File: src/rtl/usb_tx_pkg.sv
// Shared types and constants for the USB transmit serializer.
package usb_tx_pkg;

  typedef enum logic [1:0] {
    IDLE  = 2'd0,
    SHIFT = 2'd1,
    STUFF = 2'd2,
    EOP   = 2'd3
  } tx_state_t;

  localparam int STUFF_LIMIT = 6;
  localparam int EOP_BITS    = 2;

  // NRZI: a 0 toggles the line, a 1 holds it.
  function automatic logic nrzi_next(input logic level, input logic data_bit);
    return data_bit ? level : ~level;
  endfunction

endpackage

File: src/rtl/flex_pts_sr.sv
// Parallel-to-serial shift register; load wins over shift, vacated bits fill with 1.
module flex_pts_sr #(
  parameter int NUM_BITS  = 4,
  parameter int SHIFT_MSB = 0
) (
  input  logic                clk,
  input  logic                n_rst,
  input  logic                load_enable,
  input  logic                shift_enable,
  input  logic [NUM_BITS-1:0] parallel_in,
  output logic                serial_out
);

  logic [NUM_BITS-1:0] sr;

  always_ff @(posedge clk or negedge n_rst) begin
    if (!n_rst) begin
      sr <= '1;
    end else if (load_enable) begin
      sr <= parallel_in;
    end else if (shift_enable) begin
      if (SHIFT_MSB != 0) sr <= {sr[NUM_BITS-2:0], 1'b1};
      else                sr <= {1'b1, sr[NUM_BITS-1:1]};
    end
  end

  assign serial_out = (SHIFT_MSB != 0) ? sr[NUM_BITS-1] : sr[0];

endmodule

File: src/rtl/usb_tx_serializer.sv
// USB byte transmitter: one-entry hold register, LSB-first serializer with
// bit stuffing, NRZI line coding and an SE0-style EOP.
//
//   state | meaning
//   IDLE  | line at 1, waiting for a held byte
//   SHIFT | driving a data bit for one bit period
//   STUFF | driving an inserted stuff bit after six consecutive 1s
//   EOP   | line at 0 for EOP_BITS bit periods
module usb_tx_serializer
  import usb_tx_pkg::*;
#(
  parameter int CLKS_PER_BIT = 8,
  parameter int DATA_BITS    = 8
) (
  input  logic                 clk,
  input  logic                 n_rst,
  input  logic [DATA_BITS-1:0] tx_data,
  input  logic                 tx_valid,
  input  logic                 tx_last,
  output logic                 tx_ready,
  output logic                 serial_out,
  output logic                 tx_active,
  output logic                 tx_err
);

  localparam int TMR_W = (CLKS_PER_BIT > 1) ? $clog2(CLKS_PER_BIT) : 1;
  localparam int IDX_W = (DATA_BITS > 1) ? $clog2(DATA_BITS) : 1;

  tx_state_t            state;
  logic [TMR_W-1:0]     bit_tmr;
  logic [IDX_W-1:0]     bit_idx;
  logic [2:0]           ones_cnt;
  logic [1:0]           eop_cnt;
  logic                 nrzi_level;
  logic                 cur_last;
  logic                 hold_full;
  logic                 hold_last;
  logic [DATA_BITS-1:0] hold_data;
  logic                 sr_out;

  logic bit_end;
  logic more_bits;
  logic stuff_due;
  logic at_pending;
  logic shift_now;
  logic byte_end;
  logic load_now;
  logic tx_bit;
  logic level_next;
  logic [2:0] ones_next;

  assign tx_ready = !hold_full;

  always_comb begin
    bit_end    = (bit_tmr == TMR_W'(CLKS_PER_BIT - 1));
    more_bits  = (bit_idx != IDX_W'(DATA_BITS - 1));
    stuff_due  = (ones_cnt == 3'(STUFF_LIMIT));
    // A bit period just finished and nothing forces a stuff bit first.
    at_pending = bit_end && ((state == SHIFT && !stuff_due) || state == STUFF);
    shift_now  = at_pending && more_bits;
    byte_end   = at_pending && !more_bits;
    load_now   = (state == IDLE && hold_full) || (byte_end && !cur_last && hold_full);
    // The shifter is loaded with bits 1.. so its output is always the next bit.
    tx_bit     = load_now ? hold_data[0] : sr_out;
    level_next = nrzi_next((state == IDLE) ? 1'b1 : nrzi_level, tx_bit);
    if (!tx_bit)              ones_next = 3'd0;
    else if (state == IDLE)   ones_next = 3'd1;
    else                      ones_next = ones_cnt + 3'd1;
  end

  flex_pts_sr #(
    .NUM_BITS (DATA_BITS),
    .SHIFT_MSB(0)
  ) u_pts (
    .clk         (clk),
    .n_rst       (n_rst),
    .load_enable (load_now),
    .shift_enable(shift_now),
    .parallel_in ({1'b1, hold_data[DATA_BITS-1:1]}),
    .serial_out  (sr_out)
  );

  always_ff @(posedge clk or negedge n_rst) begin
    if (!n_rst) begin
      state      <= IDLE;
      bit_tmr    <= '0;
      bit_idx    <= '0;
      ones_cnt   <= '0;
      eop_cnt    <= '0;
      nrzi_level <= 1'b1;
      cur_last   <= 1'b0;
      hold_full  <= 1'b0;
      hold_last  <= 1'b0;
      hold_data  <= '0;
      serial_out <= 1'b1;
      tx_active  <= 1'b0;
      tx_err     <= 1'b0;
    end else begin
      tx_err <= 1'b0;

      // Accept and load are exclusive: accept needs an empty hold, load a full one.
      if (tx_valid && !hold_full) begin
        hold_full <= 1'b1;
        hold_data <= tx_data;
        hold_last <= tx_last;
      end else if (load_now) begin
        hold_full <= 1'b0;
      end

      case (state)
        IDLE: begin
          bit_tmr    <= '0;
          serial_out <= 1'b1;
          if (load_now) begin
            state      <= SHIFT;
            bit_idx    <= '0;
            cur_last   <= hold_last;
            nrzi_level <= level_next;
            serial_out <= level_next;
            ones_cnt   <= ones_next;
            tx_active  <= 1'b1;
          end
        end

        SHIFT, STUFF: begin
          bit_tmr <= bit_end ? '0 : bit_tmr + TMR_W'(1);
          if (state == SHIFT && bit_end && stuff_due) begin
            state      <= STUFF;
            nrzi_level <= ~nrzi_level;
            serial_out <= ~nrzi_level;
            ones_cnt   <= '0;
          end else if (shift_now) begin
            state      <= SHIFT;
            bit_idx    <= bit_idx + IDX_W'(1);
            nrzi_level <= level_next;
            serial_out <= level_next;
            ones_cnt   <= ones_next;
          end else if (load_now) begin
            state      <= SHIFT;
            bit_idx    <= '0;
            cur_last   <= hold_last;
            nrzi_level <= level_next;
            serial_out <= level_next;
            ones_cnt   <= ones_next;
          end else if (byte_end && cur_last) begin
            state      <= EOP;
            eop_cnt    <= '0;
            serial_out <= 1'b0;
          end else if (byte_end) begin
            // Underrun: abandon the packet without an EOP.
            state      <= IDLE;
            tx_err     <= 1'b1;
            serial_out <= 1'b1;
            nrzi_level <= 1'b1;
            ones_cnt   <= '0;
            tx_active  <= 1'b0;
          end
        end

        EOP: begin
          bit_tmr <= bit_end ? '0 : bit_tmr + TMR_W'(1);
          if (bit_end) begin
            if (eop_cnt == 2'(EOP_BITS - 1)) begin
              state      <= IDLE;
              serial_out <= 1'b1;
              nrzi_level <= 1'b1;
              ones_cnt   <= '0;
              tx_active  <= 1'b0;
            end else begin
              eop_cnt <= eop_cnt + 2'd1;
            end
          end
        end

        default: begin
          state      <= IDLE;
          serial_out <= 1'b1;
          nrzi_level <= 1'b1;
          tx_active  <= 1'b0;
        end
      endcase
    end
  end

endmodule

File: config.mk
export PLATFORM = sky130hd
export DESIGN_NAME = usb_tx_serializer
export DESIGN_NICKNAME = d
export VERILOG_FILES = /design/src/rtl/usb_tx_pkg.sv /design/src/rtl/flex_pts_sr.sv /design/src/rtl/usb_tx_serializer.sv
export SDC_FILE = /design/constraint.sdc
export NUM_CORES = 1
export LEC_CHECK = 0
export CORE_MARGIN = 3
export CORE_UTILIZATION = 52
export DETAILED_ROUTE_END_ITERATION = 10
export GPL_TIMING_DRIVEN = 0
export PLACE_DENSITY_LB_ADDON = 0.15
export SYNTH_ARGS = -nofsm -noshare
export SYNTH_HDL_FRONTEND = slang
export SYNTH_SLANG_ARGS = --single-unit
File: constraint.sdc
create_clock -name clk -period 2.22 [get_ports clk]
set_clock_uncertainty 0.05 [all_clocks]
set_input_delay 0.444 -clock clk [delete_from_list [all_inputs] [get_ports clk]]
set_output_delay 0.444 -clock clk [all_outputs]
set_load 0.02 [all_outputs]
== After elaboration in Yosys (flattened, before gate mapping) ==
Cells that the tools add are included.
Storage, ports and cells
  bits in registers: 36
  latch bits: 0
  bits in writable memories: 0
  memory bits (read-only): 0
  input bits: 12
  output and inout port bits: 4
  logic and storage cells: 145
  memories kept: 0
Operators by class
  add/sub/neg operators: 4
  multiply operators: 0
  div/mod/pow operators: 0
  magnitude comparators: 0
  eq/ne operators: 20
  shift operators: 0
  muxes and demuxes: 74
  bitwise logic cells: 2
  reduce and logical (&&, ||, !) cells: 31
Operators with widths (number)
  $mux 3: 14
  $mux 1: 35
  $mux 2: 14
  $ne 2x2->1 const B: 10
  $mux 8: 2
  $pmux 3 s2: 2
  $logic_and 1x1->1: 11
  $ne 5x5->1 const B: 2
  $add 3x1->3 const B: 3
  $pmux 1 s3: 3
  $pmux 3 s3: 1
  $reduce_and 8->1: 1
  $reduce_bool 2->1: 4
  $reduce_and 7->1: 1
  $eq 3x3->1 const B: 2
  $ne 6x6->1 const B: 1
  $pmux 2 s3: 1
  $reduce_and 3->1: 2
  $reduce_and 5->1: 1
  $eq 2x1->1 const B: 2
  $eq 2x2->1 const B: 2
  $logic_not 1->1: 4
  $pmux 2 s2: 1
  $reduce_and 4->1: 1
  9 further kinds: 11

== Depth between registers and ports, before layout ==
Gate-level depths: netlist (run 1).
  depth in word-level cells: 15
  depth in mapped cells: 9
  depth with buffers taken out: 8

== Cells and area by module ==
From an unflattened synthesis (run 1), not the netlist that was laid out.
Unflattened totals
  cells, all modules: 202
  area, all modules: 2095.8 um2
By module, submodules not included
  usb_tx_serializer: instances 1, cells an instance 168, area an instance 1719.1 um2, seq. area each 703.2 um2
  flex_pts_sr: instances 1, cells an instance 34, area an instance 376.6 um2, seq. area each 210.2 um2

== Least setup slack after synthesis (run 1) ==
No wires, ideal clock.
  path kind: reg-to-reg
  start: reg bit_tmr[0]
  end: reg ones_cnt[2]
  setup time: 0.080 ns
  arrival time: 1.988 ns
  required time: 2.090 ns
  path slack: 0.103 ns
  cell stages (with the launch flop): 8
  buffers on the path: 0
  clock period less this slack: 2.117 ns
  path through: dfrtp_1 ha_1 ha_1 nand4_1 nand2_1 or4_4 or3b_1 o21ai_1
On the way
  cells in the longest elaborated chain, start to end: 12
  elaborated cells between the ends (all ways): 22
  classes of those cells: eq/ne (5); mux (7); reduce/logical (10)
RTL lines
  start, declared: line usb_tx_serializer.sv:30  | logic [TMR_W-1:0] bit_tmr;
  start signal, assigned: line usb_tx_serializer.sv:126  | bit_tmr <= bit_end ? '0 : bit_tmr + TMR_W'(1);
  start signal, assigned: line usb_tx_serializer.sv:161  | bit_tmr <= bit_end ? '0 : bit_tmr + TMR_W'(1);
  $eq 3x3->1 *: line usb_tx_serializer.sv:55  | bit_end = (bit_tmr == TMR_W'(CLKS_PER_BIT - 1));
  $logic_and 1x1->1: line usb_tx_serializer.sv:59  | at_pending = bit_end && ((state == SHIFT && !stuff_due) || state == STUFF);
  $logic_and 1x1->1: line usb_tx_serializer.sv:61  | byte_end = at_pending && !more_bits;
  $logic_and 1x1->1 (2 in a row): line usb_tx_serializer.sv:62  | load_now = (state == IDLE && hold_full) || (byte_end && !cur_last && hold_full);
  $logic_or 1x1->1: line usb_tx_serializer.sv:62
  $mux 1: line usb_tx_serializer.sv:64  | tx_bit = load_now ? hold_data[0] : sr_out;
  $mux 3: line usb_tx_serializer.sv:66  | if (!tx_bit) ones_next = 3'd0;
  $mux 3: line usb_tx_serializer.sv:138  | end else if (load_now) begin
  $mux 3: line usb_tx_serializer.sv:132  | end else if (shift_now) begin
  $mux 3: line usb_tx_serializer.sv:127  | if (state == SHIFT && bit_end && stuff_due) begin
  $pmux 3 s3: line usb_tx_serializer.sv:110  | case (state)
  end signal, assigned: line usb_tx_serializer.sv:120  | ones_cnt <= ones_next;
  end signal, assigned: line usb_tx_serializer.sv:137  | ones_cnt <= ones_next;
  end signal, assigned: line usb_tx_serializer.sv:144  | ones_cnt <= ones_next;
  end, declared: line usb_tx_serializer.sv:32  | logic [2:0] ones_cnt;
Every way passes the cells marked *; elsewhere a longest branch is shown, timed or not. The select of a mux whose other input is x is not followed.
A chain may end at the register's enable or synchronous reset.

== Final worst setup path (run 1) ==
  start: reg bit_tmr[0]
  end: reg serial_out
On the way
  cells in the longest elaborated chain, start to end: 12
  elaborated cells between the ends (all ways): 21
  classes of those cells: eq/ne (3); mux (8); reduce/logical (10)
RTL lines
  $eq 3x3->1 *: line usb_tx_serializer.sv:55
  $logic_and 1x1->1: line usb_tx_serializer.sv:59
  $logic_and 1x1->1: line usb_tx_serializer.sv:61
  $logic_and 1x1->1 (2 in a row): line usb_tx_serializer.sv:62
  $logic_or 1x1->1: line usb_tx_serializer.sv:62
  $mux 1: line usb_tx_serializer.sv:64
  $mux 1: line usb_tx_pkg.sv:16  | return data_bit ? level : ~level;
  $mux 1: line usb_tx_serializer.sv:138
  $mux 1: line usb_tx_serializer.sv:132
  $mux 1: line usb_tx_serializer.sv:127
  $pmux 1 s3: line usb_tx_serializer.sv:110
  end signal, assigned: line usb_tx_serializer.sv:130  | serial_out <= ~nrzi_level;
  end signal, assigned: line usb_tx_serializer.sv:136  | serial_out <= level_next;
  end signal, assigned: line usb_tx_serializer.sv:143  | serial_out <= level_next;
  end, declared: line usb_tx_serializer.sv:21  | output logic serial_out,
Every way passes the cells marked *; elsewhere a longest branch is shown, timed or not.

==> results.ini, run 1 <==
[power]
leakage_nw = 0.959
power_mw = 2.87
power_density_nw_per_um2 = 1200
vdd_drop_max_mv = 0.649

[clock_tree]
cts_sinks = 35
cts_tree = built
clk_pin_slew_ps = 80
htreeDepth = 2
root_buffer = clkbuf_8
cts_buffers = 5
clk_path_buf_depth = 2
clock_latency_ps = 290
cts_hold_buf = 0

[sta]
min_period_over_period = 0.986
slew_violations = 0
fmax_ghz = 0.457
rsz0062_at_grt = yes
worst_hold_slack_ps = 181
worst_pin_slew_ps = 764
timing.slew.headroom = 0.491
hold_viol_final = 0
finalSetupViolCount = 0
min_period_ps = 2190

[placed_design]
placed_cell_area_um2 = 2140
place_congestion = 0.915
io_buffers = 15
post-place-cells = 259
hpwl_mm = 3.08

[critical_path]
critPathTopFamily = compound AO/OA/AOI/OAI gates
arrival_ps = 2360
r2r_start = bit_tmr[0]$_DFF_PN0_
slowest_stage = o311ai_1
r2r-end = serial_out$_DFFE_PN1P_
cpMostUsedCell = nand2_1
endpoint_kind = flip-flop
worst-setup-path-type = flip-flop to flip-flop
cpPeakStageDelay_ps = 450
critPathMaxFanout = 10
path_cells = ha_1 -> ha_2 -> buf_4 -> and4_2 -> nand2_1 -> nand2_1 -> o311ai_1 -> a211oi_1 -> nor2_1
cp-start-kind = flip-flop
reg2reg_slack_ps = 30
cp.required_ps = 2390
r2r_cells = 9
path_buf_inv = 1

[yosys]
synth.net_count = 221
ys_seq_elements = 35
netlist_area_um2 = 1940
synth_edf_count = 0
ys_seq_area_frac = 0.457
synth_cell_types = 43
async_flop_share = 1.00
netlist_instances = 198
syn_avg_cell_area_um2 = 9.81
yosysWarningCount = 0
synthFlopType = dfrtp_1

[outcome]
status = finished, final reports clean

[die]
die_h_um = 67.1
die_x_um = 67.1
fp.dieArea_um2 = 4500
core_um2 = 3470
io_pins = 16
start_util = 0.560
rows = 21

[run]
cap_viol_max_count = 0

[detailed_routing]
via_per_inst = 5.96
wl_per_cell_um = 16.1
drt_iter0_markers = 114
drc_errors = 0
antenna_left = 0
postRouteWirelength_mm = 4.39
drt_first_pass_iters = 4
num_vias = 1626

[final_layout]
diodes = 0
design_area_um2 = 2390
drive_gt1_frac = 0.260
area_growth_syn_to_layout_pct = 22.9
fin_cells = 273
nNetsFinal = 249
post-route-util = 0.688

[grt]
grt_pass1_vias = 1658
grt_pass1_wl_mm = 7.52
grt_usage = 0.225
grt_max_degree = 36
grt-ovfl-total = 0
antenna_found_initial = 0

[hold_path]
hold_class = input pin to asynchronous set/reset pin

cell usage after synthesis, types with 2 or more instances:
cell type	n	area, um^2
a211oi_1	2	15.0
a21oi_1	9	45.0
a31oi_1	3	18.8
buf_2	6	30.0
clkbuf_1	4	15.0
dfrtp_1	26	651
dfstp_2	9	236
ha_1	11	138
inv_1	7	26.3
mux2_2	9	101
mux2i_1	9	90.1
nand2_1	22	82.6
nand2b_1	3	18.8
nand3_1	5	25.0
nand4_1	2	12.5
nor2_1	18	67.6
nor2b_1	5	31.3
nor3_1	4	20.0
nor4_1	2	12.5
o2111ai_1	3	26.3
o21ai_0	12	60.1
o21ai_1	3	15.0
o21bai_1	2	15.0
o221ai_1	2	17.5
o31ai_1	2	15.0
placed cells by master, fill, tap and decap left out, types with 2 or more instances in the layout:
| cell | count |
|---|---|
| o21ai_2 | 2 |
| nor4_1 | 2 |
| buf_4 | 7 |
| nor2b_1 | 4 |
| buf_6 | 2 |
| nor3_1 | 4 |
| clkdlybuf4s50_1 | 14 |
| clkbuf_1 | 5 |
| o2111ai_1 | 3 |
| inv_1 | 5 |
| o21bai_1 | 2 |
| o21ai_0 | 11 |
| nand2b_1 | 3 |
| ha_2 | 3 |
| nand2_1 | 21 |
| dfrtp_1 | 26 |
| mux2i_1 | 9 |
| nor2_1 | 17 |
| nand3_1 | 5 |
| a211oi_1 | 2 |
| a21oi_1 | 9 |
| ha_1 | 6 |
| nand4_1 | 2 |
| mux2_2 | 9 |
| clkbuf_8 | 5 |
| a31oi_1 | 2 |
| o21ai_1 | 3 |
| o31ai_1 | 2 |
| buf_2 | 4 |
| inv_2 | 3 |
| dfstp_2 | 9 |
| ha_4 | 2 |
kinds of logic (layout without fill, tap and decap cells):
| logic type | count (synthesis) | after routing | synth area share |
|---|---|---|---|
| and+or+nand+nor | 65 | 65 | 0.158 |
| buffers and inverters | 18 | 47 | 0.0387 |
| muxes | 19 | 19 | 0.104 |
| adders and majority gates | 11 | 11 | 0.0709 |
| AOI/OAI and AO/OA | 49 | 49 | 0.167 |
| DFF | 35 | 35 | 0.457 |
| xor gates and xnor gates | 1 | 1 | 0.00451 |
how the worst max path moves through the flow:
| stage | startpoint | end | slack (ps) | cells after the start |
|---|---|---|---|---|
| 6_report | bit_tmr[0]$_DFF_PN0_ | serial_out$_DFFE_PN1P_ | 30 | 9 |
| 5_1_grt | state[0]$_DFFE_PN0P_ | state[1]$_DFFE_PN0P_ | -50 | 9 |
| 4_1_cts | state[1]$_DFFE_PN0P_ | ones_cnt[2]$_DFFE_PN0P_ | 9 | 7 |
| 3_5_place_dp | bit_idx[0]$_DFFE_PN0P_ | ones_cnt[0]$_DFFE_PN0P_ | -140 | 8 |
| 3_3_place_gp | bit_idx[0]$_DFFE_PN0P_ | ones_cnt[0]$_DFFE_PN0P_ | -120 | 9 |
| 2_1_floorplan | bit_tmr[0]$_DFF_PN0_ | ones_cnt[2]$_DFFE_PN0P_ | 100 | 7 |
where the power goes:
part	total, mW	switching, mW	internal, mW
sequential	1.09	0.154	0.936
combinational	1.33	0.751	0.582
clock	0.445	0.226	0.219
stage by stage:
step | setup TNS (ps) | setup slack (ps)
3_3_place_gp | -834 | -117
5_1_grt | -202 | -47.1
4_1_cts | 0 | 9.26
3_5_place_dp | -588 | -135
6_report | 0 | 31.9
2_1_floorplan | 0 | 103
layout make-up:
type / instances / area [um^2]
Fill cell: 283 / 1080
Multi-Input combinational cell: 145 / 1080
Sequential cell: 35 / 887
Timing Repair Buffer: 21 / 190
Clock buffer: 6 / 72.6
Buffer: 10 / 60.1
Tap cell: 46 / 57.6
Inverter: 8 / 30.0
Clock inverter: 2 / 12.5
registers in the layout, indices dropped and copies added (netlist names):
| signal | flops |
|---|---|
| hold_data | 8 |
| u_pts.sr | 7 |
| bit_idx | 3 |
| bit_tmr | 3 |
| ones_cnt | 3 |
| eop_cnt | 2 |
| state | 2 |
| cur_last | 1 |
| hold_full | 1 |
| hold_last | 1 |
| nrzi_level | 1 |
| serial_out | 1 |
| tx_active | 1 |
| tx_err | 1 |
routing by layer:
layer	track usage	share of wire	vias to the layer above	routed length (um)
met2	0.360	0.49	43	2150
li1	-	-	773	-
met5	0	0	-	0
met4	0.0962	0.018	0	77
met3	0.0422	0.045	8	197
met1	0.297	0.45	802	1970
what timing repair did:
item	in CTS	in global routing
gates cloned	0	0
resized for setup	15	14
endpoints found under the setup margin	14	17
buffers inserted	1	5
pin swaps	2	4
(Power assumes the default switching activity.)
==> inputs of run 2 (changes only) <==
--- a/config.mk
+++ b/config.mk
@@ -9,7 +9,7 @@
 export CORE_UTILIZATION = 52
 export DETAILED_ROUTE_END_ITERATION = 10
 export GPL_TIMING_DRIVEN = 0
-export PLACE_DENSITY_LB_ADDON = 0.15
+export PLACE_DENSITY_LB_ADDON = 0.25
 export SYNTH_ARGS = -nofsm -noshare
 export SYNTH_HDL_FRONTEND = slang
 export SYNTH_SLANG_ARGS = --single-unit
==> run 2 against run 1 <==
Effect of this change:
- hold slack worse by 17 ps
- maximum frequency rose by 0.53%
- final cell count grew 1.5%
- routed wire length rose by 4.8%
- sequential power about the same
- critical path type unchanged
- die area stayed put
- largest cell class unchanged
- worst setup slack better by 12 ps
- total power up 7.6%
- utilization grew 2.4 points
==> results.ini, run 2 (synthesized netlist as in run 1, its figures left out) <==
[final_layout]
diodes = 0  ; unchanged
top_register = hold_data
post-route-util = 0.712  ; +0.0238
largest_reg_flops = 8  ; unchanged
area_growth_syn_to_layout_pct = 27.2
drive_gt1_frac = 0.281  ; +0.0215
nNetsFinal = 253  ; +1.6%
register_area_um2 = 887  ; unchanged
final_common_cell = dfrtp_1
n_fill_cell = 270  ; -4.6%
multi_input_area_um2 = 1100  ; +1.9%
largestRegisters = hold_data (8), u_pts.sr (7)
most-common-layout-cells = dfrtp_1, nand2_1, nor2_1

[sta]
finalSetupTns_ps = 0  ; unchanged
worst_pin_slew_ps = 747  ; -17.1 ps
hold_viol_final = 0  ; unchanged
rsz0062_at_grt = yes
finalSetupViolCount = 0  ; unchanged
timing.slew.headroom = 0.502  ; +0.0114
worst_hold_slack_ps = 164  ; -16.9 ps
min_period_ps = 2180  ; -11.6 ps
fmax_ghz = 0.459  ; +0.53%
min_period_over_period = 0.980  ; -0.00524
slew_violations = 0  ; unchanged

[die]
fp.dieArea_um2 = 4500  ; unchanged
rows = 21  ; unchanged
start_util = 0.560  ; unchanged
die_h_um = 67.1  ; unchanged
die_x_um = 67.1  ; unchanged
io_pins = 16  ; unchanged
core_um2 = 3470  ; unchanged

[detailed_routing]
drt_iter0_markers = 114  ; unchanged
postRouteWirelength_mm = 4.60  ; +4.8%
num_vias = 1659  ; +2.0%
drt_first_pass_iters = 4  ; unchanged
wl_per_cell_um = 16.6  ; +3.2%
drc_errors = 0  ; unchanged
via_per_inst = 5.99  ; +0.56%
antenna_left = 0  ; unchanged

[grt]
grt_max_degree = 36  ; unchanged
grt_usage = 0.217  ; -0.00741
antenna_found_initial = 0  ; unchanged
grt_pass1_wl_mm = 7.11  ; -5.4%
grt_pass1_vias = 1526  ; -8.0%
grt-ovfl-total = 0  ; unchanged

[outcome]
status = finished, final reports clean

[power]
power_density_nw_per_um2 = 1250  ; +4.0%
pwr-share-seq = 0.352  ; -0.028
p_clk_frac = 0.192  ; +0.037
combinationalPowerShare = 0.456  ; -0.009
leakage_nw = 1.00  ; +4.4%
switching_share = 0.372  ; -0.0223
p_int_mw = 1.94  ; +12%
vdd_drop_max_mv = 0.765  ; +18%
p_sw_mw = 1.15  ; +1.5%
power_mw = 3.08  ; +7.6%

[placed_design]
place_congestion = 0.910  ; -0.60%
hpwl_mm = 3.01  ; -2.3%
io_buffers = 15  ; unchanged

[run]
cap_viol_max_count = 0  ; unchanged

[clock_tree]
cts_hold_buf = 0  ; unchanged
cts_tree = built
clk_path_buf_depth = 2  ; unchanged
clk_pin_slew_ps = 70  ; about the same
htreeDepth = 2  ; unchanged
root_buffer = clkbuf_8
clock_latency_ps = 290  ; about the same
cts_buffers = 5  ; unchanged
cts_sinks = 35  ; unchanged

[critical_path]
cp-start-kind = flip-flop
r2r_cells = 7  ; -2
startpoint = bit_idx[0]$_DFFE_PN0P_
slowest_stage = or4_4
arrival_ps = 2340  ; -20 ps
worst-setup-path-type = flip-flop to flip-flop
endpoint_kind = flip-flop
critPathMaxFanout = 6  ; -4
path_cells = ha_2 -> ha_4 -> nand2b_4 -> a2bb2oi_1 -> or4_4 -> or3b_1 -> o21ai_1
r2r_start = bit_idx[0]$_DFFE_PN0P_
cpPeakStageDelay_ps = 550  ; +100 ps
cp.required_ps = 2380  ; about the same

[hold_path]
hold_class = input pin to asynchronous set/reset pin

run 2: cell types whose count changed in the layout (fill, tap and decap cells not counted), sizes merged:
cell,previous run,this run
buf,13,16
bufinv,0,1
clkbuf,10,11
clkinvlp,1,0
run 2: critical path: cells and delay by family, from the launching register on:
kind            cells  cell delay [ps]
fa+ha+maj           2              380
simple gates        3             1000
flops               1              370
compound gates      2              300
run 2: worst paths after layout:
kind / to / slack [ps]
setup / recovery: ones_cnt[2]$_DFFE_PN0P_ / 40
hold / removal: hold_data[6]$_DFFE_PN0P_ / 160
min in group clk: bit_tmr[0]$_DFF_PN0_ / 390
setup reg to reg: ones_cnt[2]$_DFFE_PN0P_ / 40
hold reg to reg: bit_tmr[0]$_DFF_PN0_ / 390
max in group asynchronous: tx_active$_DFFE_PN0P_ / 1480
run 2: power by group through the flow:
stage / Combinational, mW / Sequential (mW) / Clock, mW
6_report: 1.41 / 1.08 / 0.593
5_1_grt: 1.54 / 1.11 / 0.632
4_1_cts: 1.23 / 1.08 / 0.601
3_5_place_dp: 1.13 / 1.09 / 0
3_3_place_gp: 1.11 / 1.07 / 0
2_1_floorplan: 0.842 / 1.06 / 0
run 2: metal layers:
metal / track usage / wire (um) / vias up
met1: 0.272 / 1970 / 808
li1: - / - / 780
met3: 0.0506 / 316 / 11
met2: 0.347 / 2230 / 60
met5: 0 / 0 / -
met4: 0.114 / 83 / 0
run 2: layout make-up:
cell class	instances	share of cell area
Buffer	10	0.0243
Multi-Input combinational cell	145	0.444
Clock buffer	6	0.0334
Sequential cell	35	0.359
Timing Repair Buffer	25	0.0892
Clock inverter	2	0.0142
Inverter	8	0.0122
Tap cell	46	0.0233
run 2: repair_timing:
| item | 4_1_cts | 5_1_grt |
|---|---|---|
| pin swaps | 2 | 6 |
| setup buffers | 3 | 7 |
| endpoints found under the setup margin | 15 | 16 |
| gates resized for setup | 15 | 16 |
run 2: stage by stage:
stage	area [um^2]	instances	worst slack, ps
3_3_place_gp	2150	259	-125
6_report	2470	277	43.5
5_1_grt	2470	277	-25.7
3_5_place_dp	2140	259	-185
4_1_cts	2350	270	3.48
2_1_floorplan	1940	198	103
